===== src/rtl/logger_pkg.sv =====
// Shared defaults and helpers for the done-event logger and its FIFO.
package logger_pkg;

    localparam int DEFAULT_DEPTH = 4;
    localparam int DEFAULT_TS_W  = 12;
    localparam int DEFAULT_CNT_W = 8;

    // Saturating increment for any counter up to 32 bits; the caller truncates the result.
    function automatic logic [31:0] sat_inc(input logic [31:0] value, input int unsigned width);
        logic [31:0] max_v;
        max_v = (width >= 32) ? 32'hFFFF_FFFF : ((32'd1 << width) - 32'd1);
        return (value >= max_v) ? value : value + 32'd1;
    endfunction

endpackage


===== src/rtl/sync_fifo.sv =====
// Single-clock FIFO with occupancy-based full/empty and registered, reset-cleared storage.
module sync_fifo #(
    parameter int WIDTH = 8,
    parameter int DEPTH = 4,
    localparam int PTR_W = $clog2(DEPTH)
) (
    input  logic             clk,
    input  logic             reset,
    input  logic             push,
    input  logic             pop,
    input  logic [WIDTH-1:0] din,
    output logic [WIDTH-1:0] dout,
    output logic             full,
    output logic             empty,
    output logic [PTR_W:0]   level
);

    logic [WIDTH-1:0] mem_q [DEPTH];
    logic [PTR_W-1:0] wr_ptr_q;
    logic [PTR_W-1:0] rd_ptr_q;
    logic [PTR_W:0]   count_q;
    logic             do_push;
    logic             do_pop;

    assign full  = (count_q == (PTR_W + 1)'(DEPTH));
    assign empty = (count_q == '0);
    assign level = count_q;
    assign dout  = mem_q[rd_ptr_q];

    // A push into a full FIFO is legal only when the head leaves in the same cycle.
    assign do_pop  = pop && !empty;
    assign do_push = push && (!full || do_pop);

    always_ff @(posedge clk or negedge reset) begin
        if (!reset) begin
            wr_ptr_q <= '0;
            rd_ptr_q <= '0;
            count_q  <= '0;
            for (int i = 0; i < DEPTH; i++) begin
                mem_q[i] <= '0;
            end
        end else begin
            if (do_push) begin
                mem_q[wr_ptr_q] <= din;
                wr_ptr_q        <= wr_ptr_q + 1'b1;
            end
            if (do_pop) begin
                rd_ptr_q <= rd_ptr_q + 1'b1;
            end
            case ({do_push, do_pop})
                2'b10:   count_q <= count_q + 1'b1;
                2'b01:   count_q <= count_q - 1'b1;
                default: count_q <= count_q;
            endcase
        end
    end

endmodule


===== src/rtl/done_event_logger.sv =====
// Captures rising edges of the controller's completion flag, timestamps them and queues
// them for a valid/ready consumer, with saturating event/drop counters and a sticky overflow.
module done_event_logger
    import logger_pkg::*;
#(
    parameter int DEPTH = DEFAULT_DEPTH,
    parameter int TS_W  = DEFAULT_TS_W,
    parameter int CNT_W = DEFAULT_CNT_W
) (
    input  logic                   clk,
    input  logic                   reset,
    input  logic                   g,
    input  logic                   clear,
    input  logic                   out_ready,
    output logic                   out_valid,
    output logic [TS_W-1:0]        out_ts,
    output logic [$clog2(DEPTH):0] level,
    output logic [CNT_W-1:0]       evt_cnt,
    output logic [CNT_W-1:0]       drop_cnt,
    output logic                   overflow
);

    logic [TS_W-1:0]  timer_q;
    logic             g_prev_q;
    logic [CNT_W-1:0] evt_cnt_q, evt_cnt_d;
    logic [CNT_W-1:0] drop_cnt_q, drop_cnt_d;
    logic             overflow_q, overflow_d;

    logic event_hit;
    logic pop;
    logic fifo_full;
    logic fifo_empty;
    logic accept;
    logic drop;

    // Handshake: the head entry transfers on a rising edge where out_valid && out_ready;
    // out_valid never depends on out_ready and does not drop until the entry is taken.
    assign event_hit = g && !g_prev_q;
    assign out_valid = !fifo_empty;
    assign pop       = out_valid && out_ready;
    assign drop      = event_hit && fifo_full && !pop;
    assign accept    = event_hit && !drop;

    sync_fifo #(
        .WIDTH (TS_W),
        .DEPTH (DEPTH)
    ) u_fifo (
        .clk   (clk),
        .reset (reset),
        .push  (event_hit),
        .pop   (pop),
        .din   (timer_q),
        .dout  (out_ts),
        .full  (fifo_full),
        .empty (fifo_empty),
        .level (level)
    );

    always_comb begin
        evt_cnt_d  = evt_cnt_q;
        drop_cnt_d = drop_cnt_q;
        overflow_d = overflow_q;
        if (clear) begin
            evt_cnt_d  = '0;
            drop_cnt_d = '0;
            overflow_d = 1'b0;
        end else if (accept) begin
            evt_cnt_d = CNT_W'(sat_inc(32'(evt_cnt_q), CNT_W));
        end else if (drop) begin
            drop_cnt_d = CNT_W'(sat_inc(32'(drop_cnt_q), CNT_W));
            overflow_d = 1'b1;
        end
    end

    always_ff @(posedge clk or negedge reset) begin
        if (!reset) begin
            timer_q    <= '0;
            g_prev_q   <= 1'b0;
            evt_cnt_q  <= '0;
            drop_cnt_q <= '0;
            overflow_q <= 1'b0;
        end else begin
            timer_q    <= timer_q + 1'b1;
            g_prev_q   <= g;
            evt_cnt_q  <= evt_cnt_d;
            drop_cnt_q <= drop_cnt_d;
            overflow_q <= overflow_d;
        end
    end

    assign evt_cnt  = evt_cnt_q;
    assign drop_cnt = drop_cnt_q;
    assign overflow = overflow_q;

endmodule

===== config.mk =====
export PLATFORM = sky130hd
export DESIGN_NAME = done_event_logger
export DESIGN_NICKNAME = d
export VERILOG_FILES = /design/src/rtl/logger_pkg.sv /design/src/rtl/sync_fifo.sv /design/src/rtl/done_event_logger.sv
export SDC_FILE = /design/constraint.sdc
export NUM_CORES = 1
export LEC_CHECK = 0
export BUFFER_PORTS_ARGS = -buffer_cell sky130_fd_sc_hd__buf_2
export CAP_MARGIN = 25
export CORE_ASPECT_RATIO = 1.75
export CORE_UTILIZATION = 50
export CTS_CLUSTER_DIAMETER = 100
export DETAILED_ROUTE_END_ITERATION = 7
export PLACE_DENSITY = 0.76
export REMOVE_ABC_BUFFERS = 1
export SLEW_MARGIN = 20
export SYNTH_ARGS = -nofsm -noshare
export SYNTH_HDL_FRONTEND = slang
export SYNTH_SLANG_ARGS = --single-unit

===== constraint.sdc =====
create_clock -name clk -period 2.9 [get_ports clk]
set_input_delay 0.58 -clock clk [delete_from_list [all_inputs] [get_ports clk]]
set_output_delay 0.58 -clock clk [all_outputs]
set_load 0.02 [all_outputs]

* Word-level counts from Yosys, hierarchy flattened
Cells that the tools add are included.
** Storage, ports and cells
- Bits in registers :: 85
- Bits in latches :: 0
- Bits in writable memories :: 0
- ROM bits :: 0
- Output and inout port bits :: 33
- Word-level logic and storage cells :: 70
- Memories kept :: 0
** Cells by class
- Add/subtract/negate cells :: 7
- $mul :: 0
- Divide/modulo/power cells :: 0
- $lt $le $gt $ge :: 5
- Equal/unequal tests :: 6
- Shifts and indexed selects :: 0
- Multiplexer cells :: 17
- Bitwise gates (word level) :: 2
- Reduce and logical (&&, ||, !) cells :: 21
** Operator list (number)
- $mux 8 :: 7
- $bwmux 48 :: 1
- $mux 12 :: 3
- $bmux 12 s2 :: 1
- $demux 12 s2 :: 1
- $add 8x1->8 const B :: 2
- $ge 8x8->1 const B :: 2
- $add 12x1->12 const B :: 1
- $logic_and 1x1->1 :: 8
- $ge 3x3->1 const B :: 2
- $ne 2x2->1 const B :: 3
- $not 2->3 :: 2
- $pmux 3 s2 :: 1
- $reduce_bool 2->1 :: 3
- $logic_not 1->1 :: 5
- $add 2x1->2 const B :: 2
- $reduce_and 2->1 :: 2
- $add 3x1->3 const B :: 1
- $eq 3x3->1 const B :: 1
- $logic_not 3->1 :: 1
- $lt 3x1->1 const B :: 1
- $mux 1 :: 3
- $reduce_and 3->1 :: 1
- $sub 3x1->3 const B :: 1
- other kinds (3) :: 3

* Longest topological paths before layout
Gate-level depths: netlist of the first run.
- Depth in word-level cells :: 9
- Mapped depth :: 10

* Hierarchy
From an unflattened synthesis of the first run, not the netlist that was laid out.
** Unflattened totals
- Cell total of the unflattened synthesis :: 295
- Area total of the unflattened synthesis :: 4002.6 sq um
** Modules (own cells, without submodules)
- sync_fifo :: instances 1, cells each 156, area an instance 2504.9 sq um, sequential area each 1376.3 sq um
- done_event_logger :: instances 1, cells each 139, area an instance 1497.7 sq um, sequential area each 750.7 sq um

* Worst setup path before layout of the first run
No wires, ideal clock.
- Path kind :: input-to-reg
- Start point :: in out_ready
- End point :: reg u_fifo.count_q[2], in the netlist u_fifo.level[2]
- Data arrival time :: 2.406 ns
- Data required time :: 2.820 ns
- Path slack :: 0.415 ns
- Stages on the path :: 10
- Buffers on the path :: 1
- Path through :: or4b_4 and2_2 buf_2 inv_1 ha_1 inv_1 fa_1 xor2_1 nor2_1 xor2_1
** Between the ends
- Word-level cells in the longest chain between the ends :: 6
** Ends and longest elaborated chain
- start, declared :: RTL line done_event_logger.sv:14 : input logic out_ready,
- $logic_and 1x1->1 * :: RTL line done_event_logger.sv:40 : assign pop = out_valid && out_ready;
- $logic_and 1x1->1 * :: RTL line sync_fifo.sv:31 : assign do_pop = pop && !empty;
- $logic_or 1x1->1 :: RTL line sync_fifo.sv:32 : assign do_push = push && (!full || do_pop);
- $logic_and 1x1->1 :: RTL line sync_fifo.sv:32
- $eq 2x1->1 or $eq 2x2->1 (tied branches) :: RTL line sync_fifo.sv:50 : case ({do_push, do_pop})
- $pmux 3 s2 or $reduce_bool 2->1 (tied branches)
- end signal, assigned :: RTL line sync_fifo.sv:51 : 2'b10: count_q <= count_q + 1'b1;
- end signal, assigned :: RTL line sync_fifo.sv:52 : 2'b01: count_q <= count_q - 1'b1;
- end signal, assigned :: RTL line sync_fifo.sv:53 : default: count_q <= count_q;
- end, declared :: RTL line sync_fifo.sv:21 : logic [PTR_W:0] count_q;
Every way passes the cells marked *; elsewhere a longest branch is shown, timed or not.
A chain may end at the register's enable or synchronous reset.

* Final worst setup path of the first run
- Start point :: reg u_fifo.count_q[1], in the netlist u_fifo.level[1]
- End point :: reg u_fifo.count_q[2], in the netlist u_fifo.level[2]
** Between the ends
- Word-level cells in the longest chain between the ends :: 8
** Ends and longest elaborated chain
- $logic_not 3->1 :: RTL line sync_fifo.sv:26 : assign empty = (count_q == '0);
- $logic_not 1->1 :: RTL line sync_fifo.sv:31, done_event_logger.sv:39
- $logic_and 1x1->1 :: RTL line done_event_logger.sv:40
- $logic_and 1x1->1 :: RTL line sync_fifo.sv:31
- $logic_or 1x1->1 :: RTL line sync_fifo.sv:32
- $logic_and 1x1->1 :: RTL line sync_fifo.sv:32
- $eq 2x1->1 or $eq 2x2->1 (tied branches) :: RTL line sync_fifo.sv:50
- $pmux 3 s2 or $reduce_bool 2->1 (tied branches)
Several ways; a longest one is shown, not always the timed one.

==> summary.txt, run 1 <==
Die ar. = 8115 um2
Max-Cap Viols = 0
DP Area = 4154 um2
Top cell type's share of synthesized area = 54.93%
Setup violators final = 0
Final max-slew violation count = 0
Layout cells sized above 1 = 36.75%
Top cells by area, synth = dfrtp_1, mux2_2, mux4_2
Final period utilization = 82.96%
Syn avg cell area = 13.40 um2
Area delta synth->final = 13.67%
Clk slew on worst S/H paths = 0.06 ns
Vias per cell = 5.717
GP Congestion = 0.7337
Total grt overflow = 0
Largest net degree at the start of global routing = 57
Max VDD drop = 413.5 uV
Netlist cell types = 37
Avg WL per Cell = 17.04 um
First-pass GRT wire length = 12160 um
Sequential fraction of the synthesis area = 54.93%
Num CTS Buffers = 9
Most frequent cell after synthesis = dfrtp_1
H-tree Lvls = 3
Post-CTS sizing = 0
Async SR Flop Fraction = 100.0%
Gate count of the mapped netlist = 289
Routed WL = 7155 um
Total Routing Usage GR = 20.78%
CP arrival = 2.67 ns
Antenna cells = 0
Final instance area = 4402 um2
Unrepaired setup endpoints after global routing = no
Vias = 2401
Power per cell area = 807.7 nW/um2
Worst Skew = 0.005190 ns
Synth cell count leaders = dfrtp_1, mux2_2, nand3_1
Ports = 38
Vias in the first global route = 2516
Initial antenna violation count = 0
DRC viols = 0
Crit-path slowest cell = or4b_4
Pwr Total = 0.003555 W
Die Wd = 68.53 um
Fin. Hold Viols = 0
Leakage = 2.083 nW
Die Span Y = 118.4 um
Nets = 343
Cell Area, Synth = 3872 um2
Antenna-violating nets left = 0
DRT iter0 DRCs = 95
Root buffer cell = clkbuf_16
Startpoint types = flip-flop
Fin crit period = 2.406 ns
Yosys top cell by area = dfrtp_1
Worst slew pin tran = 0.9243 ns
Clock insertion delay at the later pin of the skew report = 0.34 ns
Setup TNS = 0 ns
CP peak stage delay = 0.59 ns
Synthesis Warnings = 0
Initial Utilization = 51.53%
Critical path, cell by cell = or4b_4, and2_2, inv_1, ha_1, inv_1, fa_1, xor2_1, nor2_1, xor2_1
Slew headroom = 38.11%
Post-detail-place hpwl = 4724 um
Core Region = 7515 um2
Required @ worst endpoint = 3.16 ns
Rows = 42
Setup crit end kind = flip-flop
Status = finished clean
Worst Path Class, Setup = flip-flop to flip-flop
Clock tree from TritonCTS = yes
Class of the worst hold path = primary input to asynchronous set/reset pin
Clk sinks = 85
Port Buffer Count = 37
Post-CTS Setup Inserts = 0
Hold_buf cts = 0
CP bufs+invs = 2
Seq cells post-synth = 85
Primary FF master, synth = dfrtp_1
Clock buffer depth = 2
DRT Pass-1 Iters = 4
Post-synth EDFFs = 0
F_max = 415.6 MHz
Cell family with the largest share of critical-path delay = simple AND/OR/NAND/NOR gates
Largest fanout on the critical path = 8
[state kept, by name, summed over array words and instances (netlist names)]
register	count
u_fifo.wr_ptr_q	2
u_fifo.level	3
g_prev_q	1
timer_q	12
u_fifo.mem_q	48
evt_cnt	8
overflow	1
u_fifo.rd_ptr_q	2
drop_cnt	8
[cell usage in the layout, fill, tap and decap left out, types with 2 or more instances in the layout]
cell type / count
a21oi_1: 12
and3_1: 5
buf_2: 36
buf_4: 7
clkbuf_1: 2
clkbuf_16: 9
clkinv_2: 3
dfrtp_1: 85
ha_1: 8
inv_1: 9
mux2_2: 49
mux2i_1: 3
mux4_2: 12
nand2_1: 10
nand3_1: 14
nand4_1: 2
nor2_1: 9
nor3_1: 3
nor4_1: 2
o21ai_0: 7
o31ai_1: 5
or3_1: 3
or3_2: 2
or4_1: 6
xnor2_1: 10
xor2_1: 7
[power breakdown]
group | switching [W] | total (W) | internal [W] | leakage (nW)
Clock | 0.000425 | 0.000990 | 0.000566 | 0.125
Sequential | 0.000164 | 0.00157 | 0.00141 | 1.10
Combinational | 0.000488 | 0.000992 | 0.000504 | 0.856
Total | 0.00108 | 0.00356 | 0.00248 | 2.08
[metrics by stage]
step / utilization (%) / setup slack (ns) / hold slack, ns / instances
floorplan: - / 0.5046 / 0.2844 / 274
global placement: 55.28 / 0.3214 / 0.4805 / 406
detailed placement: 55.28 / 0.2759 / 0.4897 / 406
CTS: 58.57 / 0.4826 / 0.3227 / 420
global route: 58.57 / 0.3476 / 0.3516 / 420
finish: 58.57 / 0.4941 / 0.2954 / 420
[cell type report]
cell class	count	area, um2
Fill cell	637	3113
Sequential cell	85	2127
Multi-Input combinational cell	180	1630
Timing Repair Buffer	44	252.7
Clock buffer	11	232.7
Tap cell	88	110.1
Inverter	9	33.78
Clock inverter	3	15.01
[layer usage]
layer / vias to the layer above / routed length, um / track usage (%)
li1: 1112 / - / -
met1: 1224 / 2902 / 24.61
met2: 54 / 3812 / 34.87
met3: 11 / 308 / 5.019
met4: 0 / 131 / 8.203
met5: - / 0 / 0
[logic make-up (layout without fill, tap and decap cells)]
| family | Yosys count | after routing | share of synthesized area (%) |
|---|---|---|---|
| XOR/XNOR | 17 | 17 | 3.845 |
| adder cells (fa/ha/maj) | 9 | 9 | 3.102 |
| multiplexers | 64 | 64 | 22.00 |
| AO/OA/AOI/OAI | 26 | 26 | 3.845 |
| AND/OR/NAND/NOR | 64 | 64 | 9.305 |
| buffers and inverters | 24 | 67 | 2.973 |
| flip-flops | 85 | 85 | 54.93 |
[worst paths after layout]
path	from	end	slack, ns	cells after the start
min reg2reg	u_fifo.mem_q[12]	u_fifo.mem_q[12]	0.50	1
min	reset	u_fifo.mem_q[43]	0.30	1
max	u_fifo.level[1]	u_fifo.level[2]	0.49	9
max in group asynchronous	reset	u_fifo.mem_q[3]	1.97	2
min in group clk	g	g_prev_q	0.38	1
max reg2reg	u_fifo.level[1]	u_fifo.level[2]	0.49	9
[worst register-to-register path, stage by stage (launching register included)]
cell and delay (ns):
dfrtp_1 0.41, or4b_4 0.59, and2_2 0.25, inv_1 0.07
ha_1 0.18, inv_1 0.06, fa_1 0.37, xor2_1 0.16
nor2_1 0.11, xor2_1 0.14
(Power assumes the default switching activity.)
==> run 2: changes to the inputs <==
--- a/config.mk
+++ b/config.mk
@@ -11,7 +11,7 @@
 export CORE_UTILIZATION = 50
 export CTS_CLUSTER_DIAMETER = 100
 export DETAILED_ROUTE_END_ITERATION = 7
-export PLACE_DENSITY = 0.76
+export PLACE_DENSITY = 0.79
 export REMOVE_ABC_BUFFERS = 1
 export SLEW_MARGIN = 20
 export SYNTH_ARGS = -nofsm -noshare
==> constraint.sdc (replaced) <==
create_clock -name clk -period 2.1 [get_ports clk]
set_input_delay 0.42 -clock clk [delete_from_list [all_inputs] [get_ports clk]]
set_output_delay 0.42 -clock clk [all_outputs]
set_load 0.02 [all_outputs]
==> run 2 against run 1 <==
  * The run now ends with negative setup slack left
  * Count of clock-buffer cells in the layout is 1 lower
  * Critical path depth stayed put
  * First-iteration DRC count is 24% higher
  * Worst setup slack worse by 0.51 ns
  * Cell area is 6.1% higher
  * Core utilization is 3.6 points higher
  * Via count is 1.6% higher
  * Cell count is 3.6% higher
  * Sequential power is 34% higher
  * Hold slack worse by 0.075 ns
  * Fmax is 14% higher
  * Critical path type unchanged
  * Critical endpoint unchanged
  * Largest cell class unchanged
==> summary.txt, run 2 (same netlist as run 1, synthesis figures left out) <==
DP Cell Count = 418
Power per cell area = 1162 nW/um2
Antenna cells = 0
Slew headroom = 78.47%
Rows = 42
Total grt overflow = 0
Clock tree from TritonCTS = yes
Nets = 356
Clk sinks = 85
Clk slew on worst S/H paths = 0.06 ns
Area delta synth->final = 20.58%
Root buffer cell = clkbuf_16
Port Buffer Count = 37
CP endpoint = u_fifo.level[2]
Worst Path Class, Setup = flip-flop to flip-flop
Post-detail-place hpwl = 4943 um
Class of the worst hold path = primary input to flip-flop
Fin crit period = 2.116 ns
Vias per cell = 5.607
Avg WL per Cell = 16.74 um
Layout Cells excl Fill = 435
Post-Place Worst Slack = -0.2292 ns
H-tree Lvls = 3
DRT iter0 DRCs = 118
R2R Setup Slk = -0.02 ns
Layout cells sized above 1 = 41.21%
Die Span Y = 118.4 um
Routed WL = 7284 um
Max-Cap Viols = 0
Most frequent cells in the layout = dfrtp_1, mux2_2, buf_2
Initial Utilization = 51.53%
DRC viols = 0
Largest net degree at the start of global routing = 48
Top reg by flops = u_fifo.mem_q
Worst R2R Path Depth = 9
Startpoint types = flip-flop
Setup crit end kind = flip-flop
GP Congestion = 0.7502
Status = complete, but fails checks
Setup violators final = 1
Total Routing Usage GR = 21.15%
Vias in the first global route = 2602
Crit path launch = u_fifo.level[0]
RR Startpoint = u_fifo.level[0]
Clock buffer depth = 2
DRT Pass-1 Iters = 5
Core Region = 7515 um2
Die ar. = 8115 um2
Fill cells = 593
Setup WS post-layout = -0.01557 ns
First-pass GRT wire length = 12230 um
CP arrival = 2.37 ns
Number of flip-flops in the largest register = 48
Worst Skew = 0.007532 ns
Vias = 2439
Final period utilization = 100.7%
Hold slack = 0.2205 ns
Largest fanout on the critical path = 2
FF-to-FF End = u_fifo.level[2]
Unrepaired setup endpoints after global routing = yes
Leakage = 2.211 nW
Final max-slew violation count = 0
Required @ worst endpoint = 2.36 ns
Failing checks = negative setup slack
Most common cell after layout, fill and taps aside = dfrtp_1
Fin. Hold Viols = 0
F_max = 472.7 MHz
Num CTS Buffers = 9
Ports = 38
Antenna-violating nets left = 0
Clock insertion delay at the later pin of the skew report = 0.34 ns
Max VDD drop = 857.7 uV
Biggest registers after layout = u_fifo.mem_q x48, timer_q x12
Die Wd = 68.53 um
Initial antenna violation count = 0
Worst slew pin tran = 0.3200 ns
[run 2: layer usage]
metal | track usage, % | vias up | share of wire [%]
met3 | 4.730 | 12 | 3.0
met1 | 23.97 | 1239 | 40
li1 | - | 1150 | -
met4 | 10.29 | 0 | 2.7
met5 | 0 | - | 0
met2 | 35.85 | 38 | 54
[run 2: critical path: stages (launching register included)]
cell and delay, ns:
dfrtp_1 0.37, or4b_4 0.54, and2_4 0.16, inv_2 0.06, ha_4 0.13, inv_2 0.04, fa_2 0.33, xor2_1 0.15
nor2_1 0.11, xor2_1 0.16
[run 2: metrics by stage]
stage / TNS (ns) / area, um2 / util, % / total power [W]
floorplan: -0.3268 / 3791 / - / 0.003143
global placement: -0.2102 / 4319 / 57.48 / 0.003697
detailed placement: -0.3495 / 4319 / 57.48 / 0.003773
CTS: -0.08112 / 4663 / 62.05 / 0.005500
global route: -0.05386 / 4669 / 62.14 / 0.005686
finish: -0.01557 / 4669 / 62.14 / 0.005428
[run 2: cell type report]
class / instances / area (um2) / share of cell area [%]
Inverter: 9 / 33.78 / 0.7235
Clock inverter: 6 / 86.33 / 1.849
Clock buffer: 10 / 229.0 / 4.904
Timing Repair Buffer: 57 / 427.9 / 9.164
Tap cell: 88 / 110.1 / 2.358
Multi-Input combinational cell: 180 / 1655 / 35.45
Sequential cell: 85 / 2127 / 45.55
[run 2: timing repair]
action                                 4_1_cts  5_1_grt
gates resized for setup                      7        1
buffers inserted                             0        0
setup endpoints to repair                    2        3
endpoints found under the hold margin       16        0
hold buffers                                 1        0
cloned                                       0        0
pin swaps                                    5        6
[run 2: power by group]
group	total [W]	internal, W	switching [W]
logic	0.00166	0.000849	0.000812
clock network	0.00166	0.00104	0.000619
registers	0.00211	0.00195	0.000161
[run 2: worst min-delay path by stage]
stage,startpoint,endpoint,slack [ns],cells after the start
global placement,reset,u_fifo.mem_q[11],0.30,1
global route,g,g_prev_q,0.21,1
CTS,g,g_prev_q,0.21,1
detailed placement,reset,u_fifo.mem_q[11],0.31,1
finish,g,g_prev_q,0.22,1
floorplan,reset,drop_cnt[0],0.12,0
==> run 3: changes to the inputs <==
--- a/config.mk
+++ b/config.mk
@@ -5,11 +5,12 @@
 export SDC_FILE = /design/constraint.sdc
 export NUM_CORES = 1
 export LEC_CHECK = 0
+export ABC_AREA = 1
 export BUFFER_PORTS_ARGS = -buffer_cell sky130_fd_sc_hd__buf_2
 export CAP_MARGIN = 25
 export CORE_ASPECT_RATIO = 1.75
 export CORE_UTILIZATION = 50
-export CTS_CLUSTER_DIAMETER = 100
+export CTS_CLUSTER_DIAMETER = 150
 export DETAILED_ROUTE_END_ITERATION = 7
 export PLACE_DENSITY = 0.79
 export REMOVE_ABC_BUFFERS = 1
==> run 3 against run 2 <==
  * The flow now finishes without violations
  * Core utilization is 4.6 points lower
  * Fmax is 7.5% higher
  * Clock skew is 0.0023 ns lower
  * Hold slack worse by 0.17 ns
  * Die area is 8.9% higher
  * Sequential power is 12% higher
  * Sequential cell count stayed put
  * Cell count is 43% higher
  * Critical path depth is 4 lower
  * First-iteration DRC count is 61% higher
  * Global-route usage is 1.7 points higher
  * Count of clock-buffer cells in the layout stayed put
==> summary.txt, run 3 <==
Required @ worst endpoint = 1.68 ns
Ports = 38
Leakage = 2.289 nW
Most common cell after layout, fill and taps aside = nand2_1
Most frequent cell after synthesis = nand2_1
Initial antenna violation count = 0
Fin. Hold Viols = 0
Gate count of the mapped netlist = 491
Initial Utilization = 51.15%
Primary FF master, synth = dfrtp_1
Total Routing Usage GR = 22.89%
Sequential fraction of the synthesis area = 50.36%
Clock tree from TritonCTS = yes
Vias per cell = 5.388
DP Area = 4441 um2
Worst slew pin tran = 0.5045 ns
Number of flip-flops in the largest register = 48
Vias in the first global route = 3451
Worst Path Class, Setup = flip-flop to output pin
Slew headroom = 66.37%
Startpoint types = flip-flop
CP arrival = 1.55 ns
FF-to-FF End = u_fifo.level[2]
Num CTS Buffers = 9
Synth cell count leaders = nand2_1, dfrtp_1, o21ai_0
Post-synth EDFFs = 0
Top reg by flops = u_fifo.mem_q
Fill cells = 737
Die Span Y = 123.6 um
Core Region = 8258 um2
Clk slew on worst S/H paths = 0.06 ns
Worst R2R Path Depth = 9
Status = finished clean
Post-detail-place hpwl = 6109 um
R2R Setup Slk = 0.20 ns
Die ar. = 8834 um2
Clk sinks = 85
Largest fanout on the critical path = 9
Routed WL = 8814 um
Port Buffer Count = 37
Synthesis Warnings = 0
Nets = 541
RR Startpoint = u_fifo.level[1]
Yosys top cell by area = dfrtp_1
Setup violators final = 0
Clock insertion delay at the later pin of the skew report = 0.34 ns
Area delta synth->final = 12.47%
Top cell type's share of synthesized area = 50.36%
Worst Skew = 0.005221 ns
Final period utilization = 93.74%
Layout cells sized above 1 = 14.29%
Setup crit end kind = output pin
Hold slack = 0.05032 ns
Most frequent cells in the layout = nand2_1, dfrtp_1, o21ai_0
Crit path launch = u_fifo.rd_ptr_q[0]
Largest net degree at the start of global routing = 49
F_max = 508.0 MHz
Netlist cell types = 28
Async SR Flop Fraction = 100.0%
Seq cells post-synth = 85
First-pass GRT wire length = 15370 um
Max VDD drop = 941.5 uV
Antenna cells = 0
DRT Pass-1 Iters = 4
Total grt overflow = 0
Clock buffer depth = 2
GP Congestion = 0.8618
Max-Cap Viols = 0
Class of the worst hold path = primary input to asynchronous set/reset pin
Final max-slew violation count = 0
Fin crit period = 1.969 ns
DRC viols = 0
Syn avg cell area = 8.603 um2
Final instance area = 4751 um2
Cell Area, Synth = 4224 um2
Rows = 44
CP endpoint = out_ts[9]
Setup TNS = 0 ns
Avg WL per Cell = 14.13 um
Unrepaired setup endpoints after global routing = no
Pwr Total = 0.006237 W
Setup WS post-layout = 0.1314 ns
Top cells by area, synth = dfrtp_1, nand2_1, o21ai_0
H-tree Lvls = 3
Root buffer cell = clkbuf_16
Power per cell area = 1313 nW/um2
Die Wd = 71.48 um
DRT iter0 DRCs = 190
Biggest registers after layout = u_fifo.mem_q x48, timer_q x12
Post-Place Worst Slack = 0.09639 ns
Antenna-violating nets left = 0
Vias = 3362
[run 3: changes by cell type after synthesis, moves of 12 or more]
cell / previous run / this run
nand2_1: 10 / 150
mux2_2: 49 / 0
o21ai_0: 7 / 54
nor2_1: 9 / 47
o21a_1: 0 / 25
inv_1: 9 / 33
mux4_2: 12 / 0
o22ai_1: 0 / 12
[run 3: per-stage QoR]
step | util (%) | instances
final | 57.53 | 624
after global routing | 57.53 | 624
after CTS | 57.42 | 624
after detailed placement | 53.77 | 608
after global placement | 53.77 | 608
after floorplan | - | 471
[run 3: power by group]
group | switching [W] | leakage (nW) | total [W] | internal [W]
registers | 0.000274 | 1.07 | 0.00237 | 0.00210
clock network | 0.000635 | 0.152 | 0.00159 | 0.000950
logic | 0.00145 | 1.07 | 0.00228 | 0.000824
[run 3: critical path: stages, from the launching register on]
cell and delay (ns):
dfrtp_1 0.40, inv_2 0.15, buf_4 0.20, o21ai_0 0.10, o22ai_1 0.16, buf_2 0.20
[run 3: metal layers]
layer | up-vias | wire length [um] | global-route usage [%]
li1 | 1655 | - | -
met1 | 1607 | 3570 | 24.46
met2 | 79 | 4666 | 42.56
met3 | 21 | 324 | 3.560
met4 | 0 | 252 | 12.62
met5 | - | 0 | 0
[run 3: how the worst min path moves through the flow]
stage | start | end | slack [ns] | cells past startpoint
CTS | reset | drop_cnt[6] | 0.06 | 1
global placement | reset | drop_cnt[2] | 0.42 | 1
floorplan | reset | drop_cnt[0] | 0.12 | 0
detailed placement | reset | drop_cnt[6] | 0.42 | 1
global route | reset | drop_cnt[6] | 0.09 | 1
finish | reset | drop_cnt[6] | 0.05 | 1
[run 3: area by class of cell]
| type | instances | area, um2 | share of cell area (%) |
|---|---|---|---|
| Sequential cell | 85 | 2127 | 44.77 |
| Multi-Input combinational cell | 353 | 1819 | 38.29 |
| Timing Repair Buffer | 45 | 260.3 | 5.478 |
| Clock buffer | 10 | 239.0 | 5.030 |
| Inverter | 33 | 127.6 | 2.686 |
| Tap cell | 92 | 115.1 | 2.423 |
| Clock inverter | 6 | 62.56 | 1.317 |
[run 3: cell families after synthesis]
group / synth area share [%]
buf+inv: 6.694
xor+xnor: 3.703
simple gates: 22.57
fa+ha+maj: 2.844
compound gates: 13.83
flops: 50.36
[run 3: repair_timing]
action / 4_1_cts / 5_1_grt
hold buffers: 0 / 0
gates cloned: 0 / 0
resized for setup: 1 / 3
setup buffers: 0 / 0
endpoints found under the hold margin: 0 / 0
setup endpoints to repair: 1 / 3
